File: src/rtl/ir_packet_tx_if.sv
// Bus-side register view of the IR packet transmitter: start/config inputs and status/LED outputs.
interface ir_packet_tx_if #(
    parameter int NUM_FIELDS = 4,
    parameter int HCYC_W     = 12,
    parameter int UNIT_W     = 8
);
    logic                  SEND_PACKET;
    logic                  AUTO_REPEAT;
    logic [NUM_FIELDS-1:0] COMMAND;
    logic [HCYC_W-1:0]     CFG_HCYC;
    logic [UNIT_W-1:0]     CFG_START;
    logic [UNIT_W-1:0]     CFG_CARSEL;
    logic [UNIT_W-1:0]     CFG_GAP;
    logic [UNIT_W-1:0]     CFG_ASSERT;
    logic [UNIT_W-1:0]     CFG_DEASSERT;
    logic                  BUSY;
    logic                  DONE;
    logic                  IR_LED;

    modport master (
        output SEND_PACKET, AUTO_REPEAT, COMMAND, CFG_HCYC, CFG_START, CFG_CARSEL,
               CFG_GAP, CFG_ASSERT, CFG_DEASSERT,
        input  BUSY, DONE, IR_LED
    );

    modport slave (
        input  SEND_PACKET, AUTO_REPEAT, COMMAND, CFG_HCYC, CFG_START, CFG_CARSEL,
               CFG_GAP, CFG_ASSERT, CFG_DEASSERT,
        output BUSY, DONE, IR_LED
    );
endinterface

File: src/rtl/ir_packet_tx.sv
// IR car-remote packet transmitter: START, GAP, CARSEL, GAP, then per command bit a mark and a gap,
// every mark gated by a square-wave carrier; BUSY/DONE handshake with optional auto-repeat.
module ir_packet_tx #(
    parameter int NUM_FIELDS = 4,
    parameter int HCYC_W     = 12,
    parameter int UNIT_W     = 8
) (
    input logic         CLK,
    input logic         RESETN,
    ir_packet_tx_if.slave bus
);
    localparam int IDX_W = (NUM_FIELDS > 1) ? $clog2(NUM_FIELDS) : 1;

    localparam logic [2:0] S_IDLE   = 3'd0;
    localparam logic [2:0] S_START  = 3'd1;
    localparam logic [2:0] S_GAP_H  = 3'd2;
    localparam logic [2:0] S_CARSEL = 3'd3;
    localparam logic [2:0] S_GAP_S  = 3'd4;
    localparam logic [2:0] S_FIELD  = 3'd5;
    localparam logic [2:0] S_GAP_F  = 3'd6;

    logic [2:0]            state_q, state_d;
    logic [HCYC_W-1:0]     hcnt_q, hcnt_d;
    logic                  carrier_q, carrier_d;
    logic [UNIT_W-1:0]     ucnt_q, ucnt_d;
    logic [IDX_W-1:0]      idx_q, idx_d;
    logic [NUM_FIELDS-1:0] cmd_q, cmd_d;
    logic [HCYC_W-1:0]     hcyc_q, hcyc_d;
    logic [UNIT_W-1:0]     start_q, start_d;
    logic [UNIT_W-1:0]     carsel_q, carsel_d;
    logic [UNIT_W-1:0]     gap_q, gap_d;
    logic [UNIT_W-1:0]     asrt_q, asrt_d;
    logic [UNIT_W-1:0]     dasrt_q, dasrt_d;
    logic                  busy_q, busy_d;
    logic                  done_q, done_d;
    logic                  led_q, led_d;

    logic                  tick;
    logic                  seg_end;
    logic                  load;
    logic                  env;
    logic [UNIT_W-1:0]     seg_cfg;

    // Unit boundary is the carrier's high->low transition.
    assign tick = carrier_q && (hcnt_q == hcyc_q);

    always_comb begin
        seg_cfg = '0;
        case (state_q)
            S_START:          seg_cfg = start_q;
            S_CARSEL:         seg_cfg = carsel_q;
            S_GAP_H, S_GAP_S,
            S_GAP_F:          seg_cfg = gap_q;
            S_FIELD:          seg_cfg = cmd_q[idx_q] ? asrt_q : dasrt_q;
            default:          seg_cfg = '0;
        endcase
    end

    assign seg_end = tick && (ucnt_q == seg_cfg);
    assign env     = (state_q == S_START) || (state_q == S_CARSEL) || (state_q == S_FIELD);

    always_comb begin
        state_d   = state_q;
        hcnt_d    = hcnt_q;
        carrier_d = carrier_q;
        ucnt_d    = ucnt_q;
        idx_d     = idx_q;
        busy_d    = busy_q;
        done_d    = 1'b0;
        load      = 1'b0;

        if (state_q == S_IDLE) begin
            hcnt_d    = '0;
            carrier_d = 1'b0;
            ucnt_d    = '0;
            idx_d     = '0;
            if (bus.SEND_PACKET) begin
                load    = 1'b1;
                state_d = S_START;
                busy_d  = 1'b1;
            end
        end else begin
            if (hcnt_q == hcyc_q) begin
                hcnt_d    = '0;
                carrier_d = ~carrier_q;
            end else begin
                hcnt_d = hcnt_q + 1'b1;
            end

            if (tick) begin
                ucnt_d = seg_end ? '0 : ucnt_q + 1'b1;
                if (seg_end) begin
                    case (state_q)
                        S_START:  state_d = S_GAP_H;
                        S_GAP_H:  state_d = S_CARSEL;
                        S_CARSEL: state_d = S_GAP_S;
                        S_GAP_S:  state_d = S_FIELD;
                        S_FIELD:  state_d = S_GAP_F;
                        S_GAP_F: begin
                            if (idx_q == IDX_W'(NUM_FIELDS - 1)) begin
                                done_d = 1'b1;
                                idx_d  = '0;
                                if (bus.AUTO_REPEAT) begin
                                    load    = 1'b1;
                                    state_d = S_START;
                                end else begin
                                    state_d = S_IDLE;
                                    busy_d  = 1'b0;
                                end
                            end else begin
                                idx_d   = idx_q + 1'b1;
                                state_d = S_FIELD;
                            end
                        end
                        default:  state_d = S_IDLE;
                    endcase
                end
            end
        end

        led_d = env & carrier_q;
    end

    // Snapshot of command and timing; the live inputs are free to change mid-packet.
    always_comb begin
        cmd_d    = cmd_q;
        hcyc_d   = hcyc_q;
        start_d  = start_q;
        carsel_d = carsel_q;
        gap_d    = gap_q;
        asrt_d   = asrt_q;
        dasrt_d  = dasrt_q;
        if (load) begin
            cmd_d    = bus.COMMAND;
            hcyc_d   = bus.CFG_HCYC;
            start_d  = bus.CFG_START;
            carsel_d = bus.CFG_CARSEL;
            gap_d    = bus.CFG_GAP;
            asrt_d   = bus.CFG_ASSERT;
            dasrt_d  = bus.CFG_DEASSERT;
        end
    end

    always_ff @(posedge CLK or negedge RESETN) begin
        if (!RESETN) begin
            state_q   <= S_IDLE;
            hcnt_q    <= '0;
            carrier_q <= 1'b0;
            ucnt_q    <= '0;
            idx_q     <= '0;
            cmd_q     <= '0;
            hcyc_q    <= '0;
            start_q   <= '0;
            carsel_q  <= '0;
            gap_q     <= '0;
            asrt_q    <= '0;
            dasrt_q   <= '0;
            busy_q    <= 1'b0;
            done_q    <= 1'b0;
            led_q     <= 1'b0;
        end else begin
            state_q   <= state_d;
            hcnt_q    <= hcnt_d;
            carrier_q <= carrier_d;
            ucnt_q    <= ucnt_d;
            idx_q     <= idx_d;
            cmd_q     <= cmd_d;
            hcyc_q    <= hcyc_d;
            start_q   <= start_d;
            carsel_q  <= carsel_d;
            gap_q     <= gap_d;
            asrt_q    <= asrt_d;
            dasrt_q   <= dasrt_d;
            busy_q    <= busy_d;
            done_q    <= done_d;
            led_q     <= led_d;
        end
    end

    assign bus.BUSY   = busy_q;
    assign bus.DONE   = done_q;
    assign bus.IR_LED = led_q;
endmodule

File: src/flat_wrapper.sv
// flat-port wrapper written by rule: the top's interface ports become plain ports
module ir_packet_tx_flat 
#(
    parameter int NUM_FIELDS = 4,
    parameter int HCYC_W     = 12,
    parameter int UNIT_W     = 8
)
  (CLK, RESETN, bus_SEND_PACKET, bus_AUTO_REPEAT, bus_COMMAND, bus_CFG_HCYC, bus_CFG_START, bus_CFG_CARSEL, bus_CFG_GAP, bus_CFG_ASSERT, bus_CFG_DEASSERT, bus_BUSY, bus_DONE, bus_IR_LED);
  ir_packet_tx_if #(.NUM_FIELDS(NUM_FIELDS), .HCYC_W(HCYC_W), .UNIT_W(UNIT_W)) bus_i ();
  input logic CLK;
  input logic RESETN;
  input wire logic [$bits(bus_i.SEND_PACKET)-1:0] bus_SEND_PACKET;
  input wire logic [$bits(bus_i.AUTO_REPEAT)-1:0] bus_AUTO_REPEAT;
  input wire logic [$bits(bus_i.COMMAND)-1:0] bus_COMMAND;
  input wire logic [$bits(bus_i.CFG_HCYC)-1:0] bus_CFG_HCYC;
  input wire logic [$bits(bus_i.CFG_START)-1:0] bus_CFG_START;
  input wire logic [$bits(bus_i.CFG_CARSEL)-1:0] bus_CFG_CARSEL;
  input wire logic [$bits(bus_i.CFG_GAP)-1:0] bus_CFG_GAP;
  input wire logic [$bits(bus_i.CFG_ASSERT)-1:0] bus_CFG_ASSERT;
  input wire logic [$bits(bus_i.CFG_DEASSERT)-1:0] bus_CFG_DEASSERT;
  output wire logic [$bits(bus_i.BUSY)-1:0] bus_BUSY;
  output wire logic [$bits(bus_i.DONE)-1:0] bus_DONE;
  output wire logic [$bits(bus_i.IR_LED)-1:0] bus_IR_LED;
  assign bus_i.SEND_PACKET = bus_SEND_PACKET;
  assign bus_i.AUTO_REPEAT = bus_AUTO_REPEAT;
  assign bus_i.COMMAND = bus_COMMAND;
  assign bus_i.CFG_HCYC = bus_CFG_HCYC;
  assign bus_i.CFG_START = bus_CFG_START;
  assign bus_i.CFG_CARSEL = bus_CFG_CARSEL;
  assign bus_i.CFG_GAP = bus_CFG_GAP;
  assign bus_i.CFG_ASSERT = bus_CFG_ASSERT;
  assign bus_i.CFG_DEASSERT = bus_CFG_DEASSERT;
  assign bus_BUSY = bus_i.BUSY;
  assign bus_DONE = bus_i.DONE;
  assign bus_IR_LED = bus_i.IR_LED;
  ir_packet_tx #(.NUM_FIELDS(NUM_FIELDS), .HCYC_W(HCYC_W), .UNIT_W(UNIT_W)) u_core (.CLK(CLK), .RESETN(RESETN), .bus(bus_i));
endmodule
File: config.mk
export PLATFORM = sky130hd
export DESIGN_NAME = ir_packet_tx_flat
export DESIGN_NICKNAME = d
export VERILOG_FILES = /design/src/rtl/ir_packet_tx_if.sv /design/src/rtl/ir_packet_tx.sv /design/src/flat_wrapper.sv
export SDC_FILE = /design/constraint.sdc
export NUM_CORES = 1
export LEC_CHECK = 0
export ABC_AREA = 1
export CORE_UTILIZATION = 55
export CTS_CLUSTER_DIAMETER = 200
export DETAILED_ROUTE_END_ITERATION = 7
export GPL_TIMING_DRIVEN = 0
export PLACE_DENSITY_LB_ADDON = 0.1
export SYNTH_ARGS = -nofsm -noshare
export SYNTH_HDL_FRONTEND = slang
export SYNTH_SLANG_ARGS = --single-unit
File: constraint.sdc
create_clock -name CLK -period 2.62 [get_ports CLK]
set_clock_uncertainty 0.1 [all_clocks]
set_input_delay 0.524 -clock CLK [delete_from_list [all_inputs] [get_ports CLK]]
set_output_delay 0.524 -clock CLK [all_outputs]
set_load 0.005 [all_outputs]
; Word level (Yosys, flattened, before mapping)
; Index checks and enable logic that the tools add are counted.
[op_classes]
n_addsub = 3
reduce_logical = 14
magnitude_cmp = 1
n_eq_ne = 11
bitwise = 2
n_mux = 42
[op_table]
columns = op, n
row1 = $mux W8, 4
row2 = $pmux W8 S4, 1
row3 = $mux W12, 2
row4 = $mux W1, 23
row5 = $pmux W3 S6, 1
row6 = $mux W3, 5
row7 = $add A12 B1 Y12 const B, 1
row8 = $eq A12 B12 Y1, 1
row9 = $mux W2, 5
row10 = $reduce_bool A2 Y1, 5
row11 = $eq A3 B3 Y1 const B, 3
row12 = $add A8 B1 Y8 const B, 1
row13 = $eq A8 B8 Y1, 1
row14 = $eq A3 B2 Y1 const B, 2
row15 = $reduce_and A3 Y1, 2
row16 = $reduce_and A6 Y1, 1
row17 = $eq A3 B1 Y1 const B, 1
row18 = $logic_not A3 Y1, 1
row19 = $lt A2 B3 Y1 const B, 1
row20 = $reduce_or A3 Y1, 1
row21 = $add A2 B1 Y2 const B, 1
row22 = $bmux W1 S2, 1
row23 = $eq A2 B2 Y1 const B, 1
row24 = $logic_and A1 B1 Y1, 2
row25 = 5 further kinds, 6
[word_totals]
out_inout_bits = 3
reg_bits = 85
elab_cells = 88
input_bits = 60

; Depth between registers and ports, before layout
; Gate-level depths: netlist of run 1.
[depth]
word_depth = 9
ltp_mapped = 19
mapped_depth_nobuf = 16

; Least setup slack after synthesis of run 1
; Ideal clock, no wire load.
[synth_timing]
kind = register -> register
start = register u_core.state_q[1]
end = register u_core.asrt_q[0]
setup_ns = 0.117
slack_ns = 0.505
path_buffers = 3
required_ns = 2.403
period_less_slack_ns = 2.115
arrival_ns = 1.898
stages_incl_launch_ff = 17
path_cell_list = dfrtp_1 buf_6 inv_6 nand2_4 nor2_8 nand2_1 and3_1 nand3_1 nand2_1 nor2_1 nand2_1 nor2_2 nand3_2 buf_2 buf_6 nand3_1 nand2_1
[synth_between]
elab_chain_cells = 8
elab_cells_between_ends = 15
cone_classes = eq/ne (7) / mux (5) / reduce/logical (3)
[synth_rtl]
columns = item, line
row1 = "start, declared", ir_packet_tx.sv:22  ; logic [2:0] state_q, state_d;
row2 = "start signal, assigned", ir_packet_tx.sv:162  ; state_q <= state_d;
row3 = "$eq A3 B2 Y1, or another cell as far along", ir_packet_tx.sv:49  ; case (state_q)
row4 = $reduce_or A3 Y1, ir_packet_tx.sv:49
row5 = $pmux W8 S4, ir_packet_tx.sv:49
row6 = $eq A8 B8 Y1, ir_packet_tx.sv:59  ; assign seg_end = tick && (ucnt_q == seg_cfg);
row7 = $logic_and A1 B1 Y1, ir_packet_tx.sv:59
row8 = $mux W1, ir_packet_tx.sv:92  ; if (seg_end) begin
row9 = $mux W1, ir_packet_tx.sv:90  ; if (tick) begin
row10 = $mux W1 *, ir_packet_tx.sv:72  ; if (state_q == S_IDLE) begin
row11 = "end signal, assigned", ir_packet_tx.sv:172  ; asrt_q <= asrt_d;
row12 = "end, declared", ir_packet_tx.sv:32  ; logic [UNIT_W-1:0] asrt_q, asrt_d;
; Mark *: on every way between the ends. The rest lies on a longest branch, timed or not.
; A chain may end at the register's enable or synchronous reset.

; Worst setup path in the final report of run 1
[layout_timing]
start = register u_core.state_q[1]
end = register u_core.cmd_q[0]
[layout_between]
elab_chain_cells = 8
elab_cells_between_ends = 15
cone_classes = eq/ne (7) / mux (5) / reduce/logical (3)
[layout_rtl]
columns = item, line
row1 = "$eq A3 B2 Y1, or another cell as far along", ir_packet_tx.sv:49
row2 = $reduce_or A3 Y1, ir_packet_tx.sv:49
row3 = $pmux W8 S4, ir_packet_tx.sv:49
row4 = $eq A8 B8 Y1, ir_packet_tx.sv:59
row5 = $logic_and A1 B1 Y1, ir_packet_tx.sv:59
row6 = $mux W1, ir_packet_tx.sv:92
row7 = $mux W1, ir_packet_tx.sv:90
row8 = $mux W1 *, ir_packet_tx.sv:72
row9 = "end signal, assigned", ir_packet_tx.sv:167  ; cmd_q <= cmd_d;
row10 = "end, declared", ir_packet_tx.sv:27  ; logic [NUM_FIELDS-1:0] cmd_q, cmd_d;
; Marked as above.

==> results of run 1 <==
-- worst register-to-register path, stage by stage (launching register included) --
cell and delay [ps]:
dfrtp_1 390, buf_6 150, inv_6 80, nand2_4 90
nor2_4 150, clkbuf_2 190, nand3_1 140, nand3_1 120
nand2_1 70, nor2_2 100, nand2_1 100, nor2_4 150
nand3_4 110, buf_8 160, clkbuf_2 140, nand3_1 100
nand2_1 80
-- worst paths after layout --
kind	startpoint	cells past startpoint	end
min in group CLK	u_core.asrt_q[3]	2	u_core.asrt_q[3]
max in group asynchronous	RESETN	2	u_core.carsel_q[4]
hold reg to reg	u_core.asrt_q[3]	2	u_core.asrt_q[3]
hold / removal	RESETN	1	u_core.dasrt_q[6]
setup reg to reg	u_core.state_q[1]	16	u_core.cmd_q[0]
setup / recovery	u_core.state_q[1]	16	u_core.cmd_q[0]
-- layout by cell type (no fill, tap or decap), drive strengths merged, types with 2 or more instances in the layout --
cell type and instances:
nand2 206, nand3 106, dfrtp 85, clkdlybuf4s50 61
inv 44, nor2 41, buf 26, clkbuf 21
xnor2 10, a21oi 10, xor2 9, nor3 9
nand4 7, o21ai 5, clkinv 5, nand3b 4
nor3b 3, and3 3, ha 3, a31oi 2
or2 2
-- final cells by class --
cell class                      instances  area, um^2
Clock buffer                            9       123.9
Sequential cell                        85        2128
Multi-Input combinational cell        423        2191
Fill cell                             682        2395
Buffer                                 24       242.7
Clock inverter                          7       66.31
Inverter                               44       177.7
Timing Repair Buffer                   75       760.7
Tap cell                              105       131.4
-- kinds of logic (layout without fill, tap and decap cells) --
family / count (synthesis) / after routing
simple gates: 381 / 381
flops: 85 / 85
buf+inv: 68 / 159
compound gates: 20 / 20
xor+xnor: 19 / 19
fa+ha+maj: 3 / 3
-- metal layers --
metal	up-vias	track usage (%)	share of wire, %
li1	2024	-	-
met1	1893	36.91	44
met2	138	44.26	48
met3	27	3.803	4.8
met4	0	12.05	2.7
met5	-	0	0
-- synthesized netlist by cell type (2+ instances only) --
master	number
nor3b_1	3
a21oi_2	4
nand2_4	3
and3_1	3
buf_2	4
inv_1	40
nand3b_1	4
nand2_2	43
nand3_4	2
buf_6	8
buf_12	4
nor3_1	8
inv_2	2
o21ai_0	4
dfrtp_1	85
nand2_1	160
ha_1	3
xnor2_1	10
a31oi_1	2
nand3_1	103
nand4_1	7
clkbuf_1	8
nor2_1	38
xor2_1	9
a21oi_1	6
-- per-stage QoR --
stage	hold WS (ps)	cells	area [um^2]	total power [mW]
2_1_floorplan	128.4	576	4669	4.090
6_report	-3.774	772	5822	5.977
4_1_cts	10.05	760	5640	5.757
3_3_place_gp	361.3	743	5421	4.710
5_1_grt	27.91	772	5822	6.445
3_5_place_dp	393.1	744	5446	4.821
-- registers in the layout (all words and copies together), names as in the netlist --
register	count
u_core.start_q	8
u_core.idx_q	2
u_core.bus.IR_LED	1
u_core.hcyc_q	12
u_core.state_q	3
u_core.ucnt_q	8
u_core.asrt_q	8
u_core.cmd_q	4
u_core.dasrt_q	8
u_core.bus.DONE	1
u_core.carrier_q	1
u_core.carsel_q	8
u_core.hcnt_q	12
u_core.bus.BUSY	1
u_core.gap_q	8
-- timing repair --
item | CTS | global route
setup endpoints to repair | 36 | 63
pin swaps | 0 | 4
buffers inserted | 0 | 11
gates resized for setup | 1 | 20
gates cloned | 0 | 1
-- power groups by stage --
stage / Clock (mW) / Sequential [mW] / Combinational, mW
final: 0.916 / 2.16 / 2.90
after CTS: 0.933 / 2.15 / 2.68
after floorplan: 0 / 2.06 / 2.03
after global placement: 0 / 2.14 / 2.57
after detailed placement: 0 / 2.17 / 2.65
after global routing: 0.991 / 2.21 / 3.24
==> results.yml, run 1 <==
die:
  die-area_um2: 8862
  start_util_pct: 56.83
  rows: 33
  io_pins: 63
  die_height_um: 94.14
  core_region_area_um2: 8217
  die_w_um: 94.14
grt:
  grt_pass1_wl_um: 18500
  grt_max_degree: 54
  gr-usage-all-layers_pct: 27.52
  antenna_found_initial: 0
  grt.overflow.total: 0
  grt_pass1_vias: 3892
placed_design:
  globalplace.congestion: 0.8653
  pre_cts_slack_ps: -5.497
  port_buffers: 62
  dp_hpwl_um: 8273
status:
  violations: "negative hold slack"
  status: "complete, but fails checks"
worst_setup_path:
  critPathKind: "flip-flop to flip-flop"
  cp.arrival_ps: 2670
  cp_cell_sequence: "buf_6 > inv_6 > nand2_4 > nor2_4 > clkbuf_2 > nand3_1 > nand3_1 > nand2_1 > nor2_2 > nand2_1 > nor2_4 > nand3_4 > buf_8 > clkbuf_2 > nand3_1 > nand2_1"
  required_ps: 2770
  cp_slowest_stage_delay_ps: 390
  cp-end-kind: "flip-flop"
  cp_top_family: "simple AND/OR/NAND/NOR gates"
  worst-path-buf-inv: 5
  rrSetupSlack_ps: 110
  cp_slowest_cell: "dfrtp_1"
  crit_path_start_kind: "flip-flop"
  crit_path_max_fanout: 9
routing:
  drc: 0
  drt_iter0_markers: 240
  dr.pass1.iters: 5
  antenna_left: 0
  wl_per_cell_um: 14.61
  wl_um: 11280
  vias_per_cell: 5.288
  vias: 4082
timing:
  worst_slack_ps: 108.1
  setup_violations: 0
  holdWs_ps: -3.774
  fmax_ghz: 0.3981
  finalCriticalPeriod_ps: 2512
  maxSlewViolCount: 0
  fin_setup_tns_ps: 0
  post-route-period-util_pct: 95.87
  tightest_slew_ps: 563.5
  finalHoldViolations: 2
  relSlewSlack_pct: 62.44
job:
  drv_cap: 0
pwr:
  max-vdd-ir-drop_v: 0.0004521
  pwr-share-clk_pct: 15.3
  p_per_area_nw_per_um2: 1027
  internal-power_mw: 3.436
  leakagePower_nw: 2.843
  p_sw_mw: 2.541
  swShare_pct: 42.51
  combPwrFrac_pct: 48.5
  seqPwrFrac_pct: 36.1
clock_network:
  cts_tree: "done"
  cts_sinks: 85
  cts_buffers: 9
  h-tree-depth: 3
  cts-root-buf: "clkbuf_8"
  cts_buffer_depth: 2
  postCtsHoldBufs: 0
  clk_pin_slew_worst_paths_ps: 90
  insertion_delay_ps: 370
logic_synthesis:
  synth_xor_area_share_pct: 3.564
  seq_area_frac_synth_pct: 45.55
  syn_inst: 576
  synth_adder_area_share_pct: 0.8039
  async_reset_ff_share_pct: 100.0
  synth_ff_type: "dfrtp_1"
  synth_warnings: 0
  synth-edff-count: 0
  yosys.area.top_type_share_pct: 45.55
  yosys.area_share.simple_pct: 39.01
  synth_area_um2: 4669
  synth.distinct_cells: 38
  synth.mux.area_fraction_pct: 0
  synth_largest_area_cell: "dfrtp_1"
  ys_ff_latch: 85
  syn_area_per_cell_um2: 8.107
  synth_top_family_by_area: "simple AND/OR/NAND/NOR gates"
  synth-compound-area-share_pct: 2.653
  syn-num-nets: 639
  synthTopCellsByArea: "dfrtp_1 (46%), nand2_1 (13%), nand3_1 (11%), nand2_2 (5.8%), inv_1 (3.2%)"
finish:
  diodes: 0
  final_nets: 725
  synthToLayoutAreaGrowth_pct: 24.68
  postLayoutCoreUtil_pct: 70.85
  drive_above_1_share_pct: 17.09
min_path:
  hp-class: "primary input to async pin"
Power figures use the tool's default switching activity.
==> inputs of run 2 (changes only) <==
--- a/config.mk
+++ b/config.mk
@@ -11,6 +11,7 @@
 export DETAILED_ROUTE_END_ITERATION = 7
 export GPL_TIMING_DRIVEN = 0
 export PLACE_DENSITY_LB_ADDON = 0.1
+export RECOVER_POWER = 25
 export SYNTH_ARGS = -nofsm -noshare
 export SYNTH_HDL_FRONTEND = slang
 export SYNTH_SLANG_ARGS = --single-unit
==> run 2 against run 1 <==
Effect of this change:
- the run ends with max-capacitance violations, max-slew violations left
- fmax is 0.15% lower
- hold slack gained 420 ps
- combinational power about the same
- clock-buffer cell count stayed put
- sequential power hardly changed
- final cell count stayed put
- critical path type unchanged
- critical endpoint unchanged
==> results.yml, run 2 (synthesis gave the netlist of run 1 again) <==
status:
  status: "complete, but fails checks"
  violations: "max-capacitance violations, max-slew violations"
die:
  die_w_um: 94.14
  start_util_pct: 56.83
  rows: 33
  die_height_um: 94.14
  core_region_area_um2: 8217
  die-area_um2: 8862
  io_pins: 63
finish:
  diodes: 0
  final_nets: 725
  reg.largest.list: "u_core.hcnt_q (12), u_core.hcyc_q (12)"
  drive_above_1_share_pct: 16.94
  final_cells: 772
  fill_cells: 682
  layout_common_cells: "nand2_1 (159), nand3_1 (103), dfrtp_1 (84)"
  layout_commonest_cell: "nand2_1"
  synthToLayoutAreaGrowth_pct: 24.60
placed_design:
  dp_hpwl_um: 8273
  port_buffers: 62
  pre_cts_slack_ps: -5.497
  globalplace.congestion: 0.8653
  dp_cells: 744
clock_network:
  cts_sinks: 85
  insertion_delay_ps: 370
  clk_pin_slew_worst_paths_ps: 80
  cts_buffers: 9
  cts_buffer_depth: 2
  cts_tree: "done"
  cts-root-buf: "clkbuf_8"
  h-tree-depth: 3
timing:
  finalCriticalPeriod_ps: 2516
  tightest_slew_ps: 1967
  maxSlewViolCount: 33
  fmax_ghz: 0.3975
  relSlewSlack_pct: -31.12
  setup_violations: 0
  worst_slack_ps: 104.3
  post-route-period-util_pct: 96.02
  finalHoldViolations: 0
  fin_setup_tns_ps: 0
job:
  drv_cap: 1
worst_setup_path:
  cp.arrival_ps: 2670
  crit_path_max_fanout: 9
  cp-end-kind: "flip-flop"
  critPathKind: "flip-flop to flip-flop"
  required_ps: 2770
  crit_path_start_kind: "flip-flop"
  r2r_cells: 16
routing:
  wl_per_cell_um: 14.67
  vias_per_cell: 5.289
  dr.pass1.iters: 5
  drc: 0
  antenna_left: 0
  drt_iter0_markers: 240
  wl_um: 11320
  vias: 4083
grt:
  grt.overflow.total: 0
  antenna_found_initial: 0
  grt_pass1_vias: 3892
  grt_pass1_wl_um: 18500
  grt_max_degree: 54
  gr-usage-all-layers_pct: 27.52
pwr:
  p_per_area_nw_per_um2: 1028
  p_total_mw: 5.982
  leakagePower_nw: 2.839
  max-vdd-ir-drop_v: 0.0004521
min_path:
  hold_depth: 2
  hp-class: "flip-flop to flip-flop"
[run 2: cell types whose count changed in the layout (fill, tap and decap cells not counted)]
cell and delta:
buf_4 -1, clkbuf_1 +1
[run 2: final cells by class]
cell class	instances	area (um^2)	area share [%]
Multi-Input combinational cell	423	2191	37.66
Sequential cell	85	2128	36.58
Timing Repair Buffer	75	757.0	13.01
Buffer	24	242.7	4.172
Inverter	44	177.7	3.054
Tap cell	105	131.4	2.258
Clock buffer	9	123.9	2.129
Clock inverter	7	66.31	1.140
[run 2: worst paths after layout]
kind                              startpoint                end  slack [ps]
max                        u_core.state_q[1]    u_core.cmd_q[0]         100
min                         u_core.asrt_q[3]   u_core.asrt_q[3]         410
max reg2reg                u_core.state_q[1]    u_core.cmd_q[0]         100
min reg2reg                 u_core.asrt_q[3]   u_core.asrt_q[3]         410
max in group asynchronous             RESETN    u_core.idx_q[0]         550
min in group asynchronous             RESETN  u_core.dasrt_q[6]         590
[run 2: timing repair]
| item | 4_1_cts | 5_1_grt |
|---|---|---|
| resized for setup | 1 | 20 |
| buffers inserted | 0 | 11 |
| pin swaps | 0 | 4 |
| hold buffers | 0 | 0 |
| cloned | 0 | 1 |
| setup endpoints to repair | 36 | 63 |
[run 2: metal layers]
| metal | up-vias | wire length (um) | global-route usage (%) |
|---|---|---|---|
| met4 | 0 | 272 | 12.05 |
| li1 | 2025 | - | - |
| met1 | 1897 | 4987 | 36.91 |
| met3 | 23 | 553 | 3.803 |
| met2 | 138 | 5511 | 44.26 |
| met5 | - | 0 | 0 |
[run 2: worst max-delay path: stages, from the launching register on]
cell      delay, ps
dfrtp_1         390
buf_6           150
inv_6            80
nand2_4          80
nor2_4          150
clkbuf_2        190
nand3_1         140
nand3_1         120
nand2_1          70
nor2_2          100
nand2_1         100
nor2_4          150
nand3_4         110
buf_8           160
clkbuf_2        140
nand3_1         100
nand2_1          80
[run 2: where the power goes]
| group | internal (mW) | switching (mW) | total (mW) | leakage (nW) |
|---|---|---|---|---|
| Clock | 0.435 | 0.481 | 0.916 | 0.0987 |
| Sequential | 1.80 | 0.357 | 2.16 | 1.08 |
| Combinational | 1.20 | 1.71 | 2.91 | 1.66 |
[run 2: per-stage QoR]
stage | cell area (um^2) | hold WS (ps) | util [%]
6_report | 5818 | 413.1 | 70.81
5_1_grt | 5818 | 443.0 | 70.81
4_1_cts | 5640 | 10.05 | 68.65
3_5_place_dp | 5446 | 393.1 | 66.29
3_3_place_gp | 5421 | 361.3 | 65.98
2_1_floorplan | 4669 | 128.4 | -
==> RTL edit 1: new RTL, config.mk and constraints of run 2 <==
`NUM_FIELDS` is set to 4 in 3 places; all go to 2.
--- a/src/rtl/ir_packet_tx_if.sv
+++ b/src/rtl/ir_packet_tx_if.sv
@@ -1,5 +1,5 @@
 // Bus-side register view of the IR packet transmitter: start/config inputs and status/LED outputs.
 interface ir_packet_tx_if #(
-    parameter int NUM_FIELDS = 4,
+    parameter int NUM_FIELDS = 2,
     parameter int HCYC_W     = 12,
     parameter int UNIT_W     = 8
--- a/src/rtl/ir_packet_tx.sv
+++ b/src/rtl/ir_packet_tx.sv
@@ -2,5 +2,5 @@
 // every mark gated by a square-wave carrier; BUSY/DONE handshake with optional auto-repeat.
 module ir_packet_tx #(
-    parameter int NUM_FIELDS = 4,
+    parameter int NUM_FIELDS = 2,
     parameter int HCYC_W     = 12,
     parameter int UNIT_W     = 8
--- a/src/flat_wrapper.sv
+++ b/src/flat_wrapper.sv
@@ -2,5 +2,5 @@
 module ir_packet_tx_flat 
 #(
-    parameter int NUM_FIELDS = 4,
+    parameter int NUM_FIELDS = 2,
     parameter int HCYC_W     = 12,
     parameter int UNIT_W     = 8
Ports: changed (resized bus_COMMAND); port bits go from 63 to 61. The function was not compared with the original's and may differ.
==> RTL edit 1 against run 2 <==
  * Cell area down 5.9%
  * Setup slack improved by 0.028 ns
  * Area after synthesis decreased by 5.4%
  * Sequential cell count decreased by 3
  * Power fell by 8.7%
  * Synthesized cell count up 5.9%
  * Routed wire length down 4.3%
  * Clock power rose by 14%
  * Critical path depth fell by 3
  * First-iteration DRC count shrank 5.8%
==> RTL edit 1: results (changes against run 2) <==
| Metric | Value |
|---|---|
| Number of antenna violations at the first check in global routing | `0 (unchanged)` |
| Routed wl met2 | `4930 um (-11%)` |
| Final GP Congestion | `0.864 (-0.18%)` |
| Placed cell areas | `5170 um2 (-5.0%)` |
| Number of global-route vias before repair | `3800 (-2.4%)` |
| DP Worst Slack | `0.0429 ns (+0.0484 ns)` |
| Instance count of the mapped netlist | `610 (+5.9%)` |
| Fraction of the yosys area taken by sequential cells | `0.464 (+0.00881)` |
| First-pass GRT wire length | `17700 um (-4.1%)` |
| Top routing layer in use | `met4` |
| Filler Cells Inserted | `626 (-8.2%)` |
| Avg WL per Cell | `13.7 um (-6.7%)` |
| Overall Global Routing Usage | `0.273 (-0.00188)` |
| Total routed wirelength | `10800 um (-4.3%)` |
| Most instantiated cells after synthesis | `sky130_fd_sc_hd__nand2_1 (223), sky130_fd_sc_hd__nand3_1 (92), sky130_fd_sc_hd__dfrtp_1 (82)` |
| Leading post-synthesis cells by cell area | `sky130_fd_sc_hd__dfrtp_1 (46%), sky130_fd_sc_hd__nand2_1 (19%), sky130_fd_sc_hd__nand3_1 (10%)` |
| Count of TritonRoute iterations in the first routing pass | `6 (+1)` |
| Maximum number of pins on one net before global-route repair | `73 (+35%)` |
| Placed instance count | `773 (+3.9%)` |
| Total vias in the final route | `4171 (+2.2%)` |
| Clock insertion delay at the later pin of the skew report | `0.37 ns (about the same)` |
| Post-synthesis adder-cell area fraction | `0.00566 (-0.00238)` |
| Fraction of synthesis flops using an asynchronous set or reset pin | `1.00 (unchanged)` |
| Maximum VDD drop | `483 uV (+6.8%)` |
| Synthesized netlist net count | `670 (+4.9%)` |
| Violation count after the first detailed-route iteration | `226 (-5.8%)` |
| Outcome | `finished, final reports clean` |
| Arr. time, crit path | `2.64 ns (-0.03 ns)` |
| Number of inserted diodes | `0 (unchanged)` |
| Number of buffers added on ports | `60 (-3.2%)` |
| P_leak | `0.00277 uW (-2.5%)` |
| Met3 layer wire length in the routed design | `685 um (+24%)` |
| Beginning of the worst hold path | `u_core.bus.BUSY` |
| Total routed wire length on the met1 layer | `5060 um (+1.5%)` |
| Post-synthesis share of cell area spent on xor and xnor gates | `0.0238 (-0.0119)` |
| Peak fanout along the critical path | `10 (+1)` |
| Estimated wirelength of the detail-placed design | `7870 um (-4.9%)` |
| Transition at the pin with the smallest max-transition slack | `0.986 ns (-0.980 ns)` |
| Delay of the slowest cell on the worst path | `0.42 ns (+0.03 ns)` |
| Distinct cell type count of the synthesized netlist | `27 (-29%)` |
| Fin nets | `745 (+2.8%)` |
| Number of slew-limit violations in the final report | `0 (-100%)` |
| Share of the synthesized area in compound gates (AO/OA/AOI/OAI) | `0.0144 (-0.0121)` |
| Fraction of final layout cells with drive strength greater than 1 | `0.0826 (-0.0868)` |
RTL edit 1: report_power, final:
part,leakage (uW),total (uW),switching (uW),internal [uW]
clock network,0.000110,1040,472,568
registers,0.00105,2020,305,1710
logic,0.00161,2400,1510,895
RTL edit 1: worst paths after layout:
kind | end | slack, ns | depth (start not counted)
setup / recovery | u_core.dasrt_q[7] | 0.13 | 13
min in group asynchronous | u_core.hcyc_q[9] | 0.57 | 2
setup reg to reg | u_core.dasrt_q[7] | 0.13 | 13
max in group asynchronous | u_core.state_q[0] | 0.31 | 3
hold reg to reg | u_core.bus.BUSY | 0.38 | 2
hold / removal | u_core.bus.BUSY | 0.38 | 2
RTL edit 1: cells by family (layout without fill, tap and decap cells):
logic type / count (synthesis) / after routing
flip-flops: 82 / 82
AO/OA/AOI/OAI: 11 / 11
XOR/XNOR: 12 / 12
adder cells (fa/ha/maj): 2 / 2
buffers and inverters: 83 / 162
AND/OR/NAND/NOR: 420 / 421
RTL edit 1: worst min-delay path: cells and delay by family, from the launching register on:
kind | cells | cell delay [ns]
flops | 1 | 0.35
simple gates | 2 | 0.10
RTL edit 1: cell type report:
class                      count  area, um2  share of cell area
clock buffer                  11        141              0.0258
clock inverter                 5       85.1              0.0155
buffer                        22        135              0.0247
inverter                      61        229              0.0418
timing repair buffer          63        619               0.113
multi-input combinational    446       2080               0.380
sequential                    82       2050               0.375
tap                          102        128              0.0233
RTL edit 1: repair_timing:
item / in CTS / in global routing
setup endpoints to repair: 10 / 59
cloned: 0 / 1
pin swaps: 0 / 1
endpoints found under the hold margin: 10 / 0
setup buffers: 0 / 1
gates resized for setup: 1 / 29
hold buffers: 1 / 0
RTL edit 1: layer usage:
layer	vias to the layer above	global-route usage
li1	2075	-
met1	1939	0.393
met2	142	0.420
met3	15	0.0556
met4	0	0.0780
met5	-	0
==> RTL edit 2: new RTL, flow settings as in run 2 <==
Without the edit above. Make the reset (`RESETN`) synchronous in one clocked block.
--- a/src/rtl/ir_packet_tx.sv
+++ b/src/rtl/ir_packet_tx.sv
@@ -142,5 +142,5 @@
     end
 
-    always_ff @(posedge CLK or negedge RESETN) begin
+    always_ff @(posedge CLK) begin
         if (!RESETN) begin
             state_q   <= S_IDLE;
Check against the original RTL: differs if RESETN is asserted again (counterexample within 4 cycles, from zero or initial values and one cycle with RESETN low); with RESETN held inactive, the same outputs for 10 cycles.
==> RTL edit 2 against run 2 <==
  * Core utilization increased by 7.3 points
  * Sequential cell count unchanged
  * Area after synthesis decreased by 2.9%
  * Routed wire length increased by 18%
  * Die area decreased by 2.9%
  * Setup slack got worse by 0.096 ns
  * Cell area increased by 5.4%
  * Worst hold slack got worse by 0.045 ns
  * Count of clock-buffer cells in the layout increased by 2
  * Critical path type unchanged
Power is not compared: it rests on default switching activity, and its combinational part moved more than twofold at a synthesized area within 25%.
==> RTL edit 2: results (changes against run 2) <==
| Metric | Value |
|---|---|
| Number of inserted diodes | `0 (unchanged)` |
| Post-synthesis adder-cell area fraction | `0.00828 (+0.000242)` |
| Filler Cells Inserted | `593 (-13%)` |
| DP Worst Slack | `-0.103 ns (-0.0973 ns)` |
| Fin nets | `882 (+22%)` |
| Distinct cell type count of the synthesized netlist | `31 (-18%)` |
| Clock insertion delay at the later pin of the skew report | `0.36 ns` |
| Number of synthesis warnings | `0 (unchanged)` |
| Overall Global Routing Usage | `0.280 (+0.00445)` |
| Synthesized netlist net count | `789 (+23%)` |
| Instance count of the mapped netlist | `726 (+26%)` |
| Placed instance count | `890 (+20%)` |
| Main combinational cell family by area after synthesis | `simple AND/OR/NAND/NOR gates` |
| Total vias in the final route | `5026 (+23%)` |
| Post-synthesis share of cell area spent on xor and xnor gates | `0.00580 (-0.0298)` |
| Number of antenna violations at the first check in global routing | `0 (unchanged)` |
| Fraction of synthesis flops using an asynchronous set or reset pin | `0 (-1.00)` |
| Sum of negative setup slack | `0 ns (unchanged)` |
| Placed cell areas | `5280 um2 (-3.0%)` |
| Number of global-route vias before repair | `4305 (+11%)` |
| Maximum number of pins on one net before global-route repair | `14 (-74%)` |
| Via-to-Cell Ratio | `5.43 (+2.7%)` |
| Estimated wirelength of the detail-placed design | `8560 um (+3.5%)` |
| Fin Hold WS | `0.368 ns (-0.0448 ns)` |
| Worst-case clock buffer depth | `2 (unchanged)` |
| Fraction of final layout cells with drive strength greater than 1 | `0.165 (-0.00417)` |
| Outcome | `finished, final reports clean` |
| Total routed wirelength | `13400 um (+18%)` |
| Transition at the pin with the smallest max-transition slack | `0.711 ns (-1.26 ns)` |
| First-pass GRT wire length | `19000 um (+3.0%)` |
| Proportion of synthesized area in mux cells | `0 (unchanged)` |
| Peak fanout along the critical path | `10 (+1)` |
| Leading post-synthesis cells by cell area | `sky130_fd_sc_hd__dfxtp_1 (38%), sky130_fd_sc_hd__nand2_1 (15%), sky130_fd_sc_hd__nand3_1 (10%)` |
| Violation count after the first detailed-route iteration | `308 (+28%)` |
| Fraction of the yosys area taken by sequential cells | `0.375 (-0.0801)` |
| Share of the synthesized area in compound gates (AO/OA/AOI/OAI) | `0.0892 (+0.0626)` |
| Worst-case setup margin in the final layout | `0.00795 ns (-0.0963 ns)` |
| Arr. time, crit path | `2.76 ns (+0.09 ns)` |
| Most instantiated cells after synthesis | `sky130_fd_sc_hd__nand2_1 (183), sky130_fd_sc_hd__nor2_1 (119), sky130_fd_sc_hd__nand3_1 (93)` |
| Clock buffer count from CTS | `9 (unchanged)` |
| Final GP Congestion | `0.888 (+2.6%)` |
## RTL edit 2: changes by cell type in the layout (fill, tap and decap cells not counted), moves of 8 or more
cell                       delta
sky130_fd_sc_hd__inv_1       +50
sky130_fd_sc_hd__a21oi_1     +31
sky130_fd_sc_hd__nand2_1     +17
sky130_fd_sc_hd__a21oi_2     +28
sky130_fd_sc_hd__nand3_1     -23
sky130_fd_sc_hd__dfrtp_1     -84
sky130_fd_sc_hd__dfxtp_1     +79
sky130_fd_sc_hd__nand2_2     -37
sky130_fd_sc_hd__nor2_1      +78
sky130_fd_sc_hd__xnor2_1     -10
sky130_fd_sc_hd__nand3_2     +13
sky130_fd_sc_hd__clkbuf_1     +8
## RTL edit 2: path summary, 6_finish.rpt
check,startpoint,end,depth (start not counted)
hold / removal,u_core.bus.BUSY,u_core.bus.BUSY,2
hold reg to reg,u_core.bus.BUSY,u_core.bus.BUSY,2
setup reg to reg,u_core.state_q[0],u_core.carsel_q[1],16
setup / recovery,u_core.state_q[0],u_core.carsel_q[1],16
## RTL edit 2: critical path, cell delays in order (launching register included)
cell and delay (ns):
sky130_fd_sc_hd__dfxtp_2 0.34, sky130_fd_sc_hd__buf_6 0.10, sky130_fd_sc_hd__inv_2 0.07, sky130_fd_sc_hd__or2_4 0.27, sky130_fd_sc_hd__nor2_8 0.15, sky130_fd_sc_hd__buf_4 0.14, sky130_fd_sc_hd__nand3_2 0.11, sky130_fd_sc_hd__nand3_1 0.10
sky130_fd_sc_hd__nand2_2 0.08, sky130_fd_sc_hd__nor2_1 0.11, sky130_fd_sc_hd__nand2_1 0.09, sky130_fd_sc_hd__nor2_4 0.15, sky130_fd_sc_hd__nand3_4 0.13, sky130_fd_sc_hd__buf_8 0.18, sky130_fd_sc_hd__buf_6 0.15, sky130_fd_sc_hd__a21oi_1 0.15
sky130_fd_sc_hd__nor2_1 0.07
## RTL edit 2: final cells by class
type	count	area, um2	area share
clock inverters	4	73.8	0.0120
plain buffers	33	235	0.0384
clock buffers	11	131	0.0214
multi-input cells	512	2620	0.428
well taps	102	128	0.0208
inverters	96	360	0.0588
repair buffers	82	866	0.141
flip-flops and latches	85	1710	0.279
## RTL edit 2: metal layers
metal / global-route usage / vias to the layer above / routed length, um
li1: - / 2460 / -
met1: 0.348 / 2296 / 5540
met2: 0.479 / 226 / 6490
met3: 0.0402 / 44 / 919
met4: 0.119 / 0 / 438
met5: 0 / - / 0
## RTL edit 2: report_power, final
group,switching [uW],internal [uW]
logic,425,306
clock network,492,534
registers,38.6,1390
## RTL edit 2: timing repair
action	in CTS	in global routing
setup buffers	0	15
resized for setup	3	117
setup endpoints to repair	52	60
cloned	0	5
pin swaps	0	27
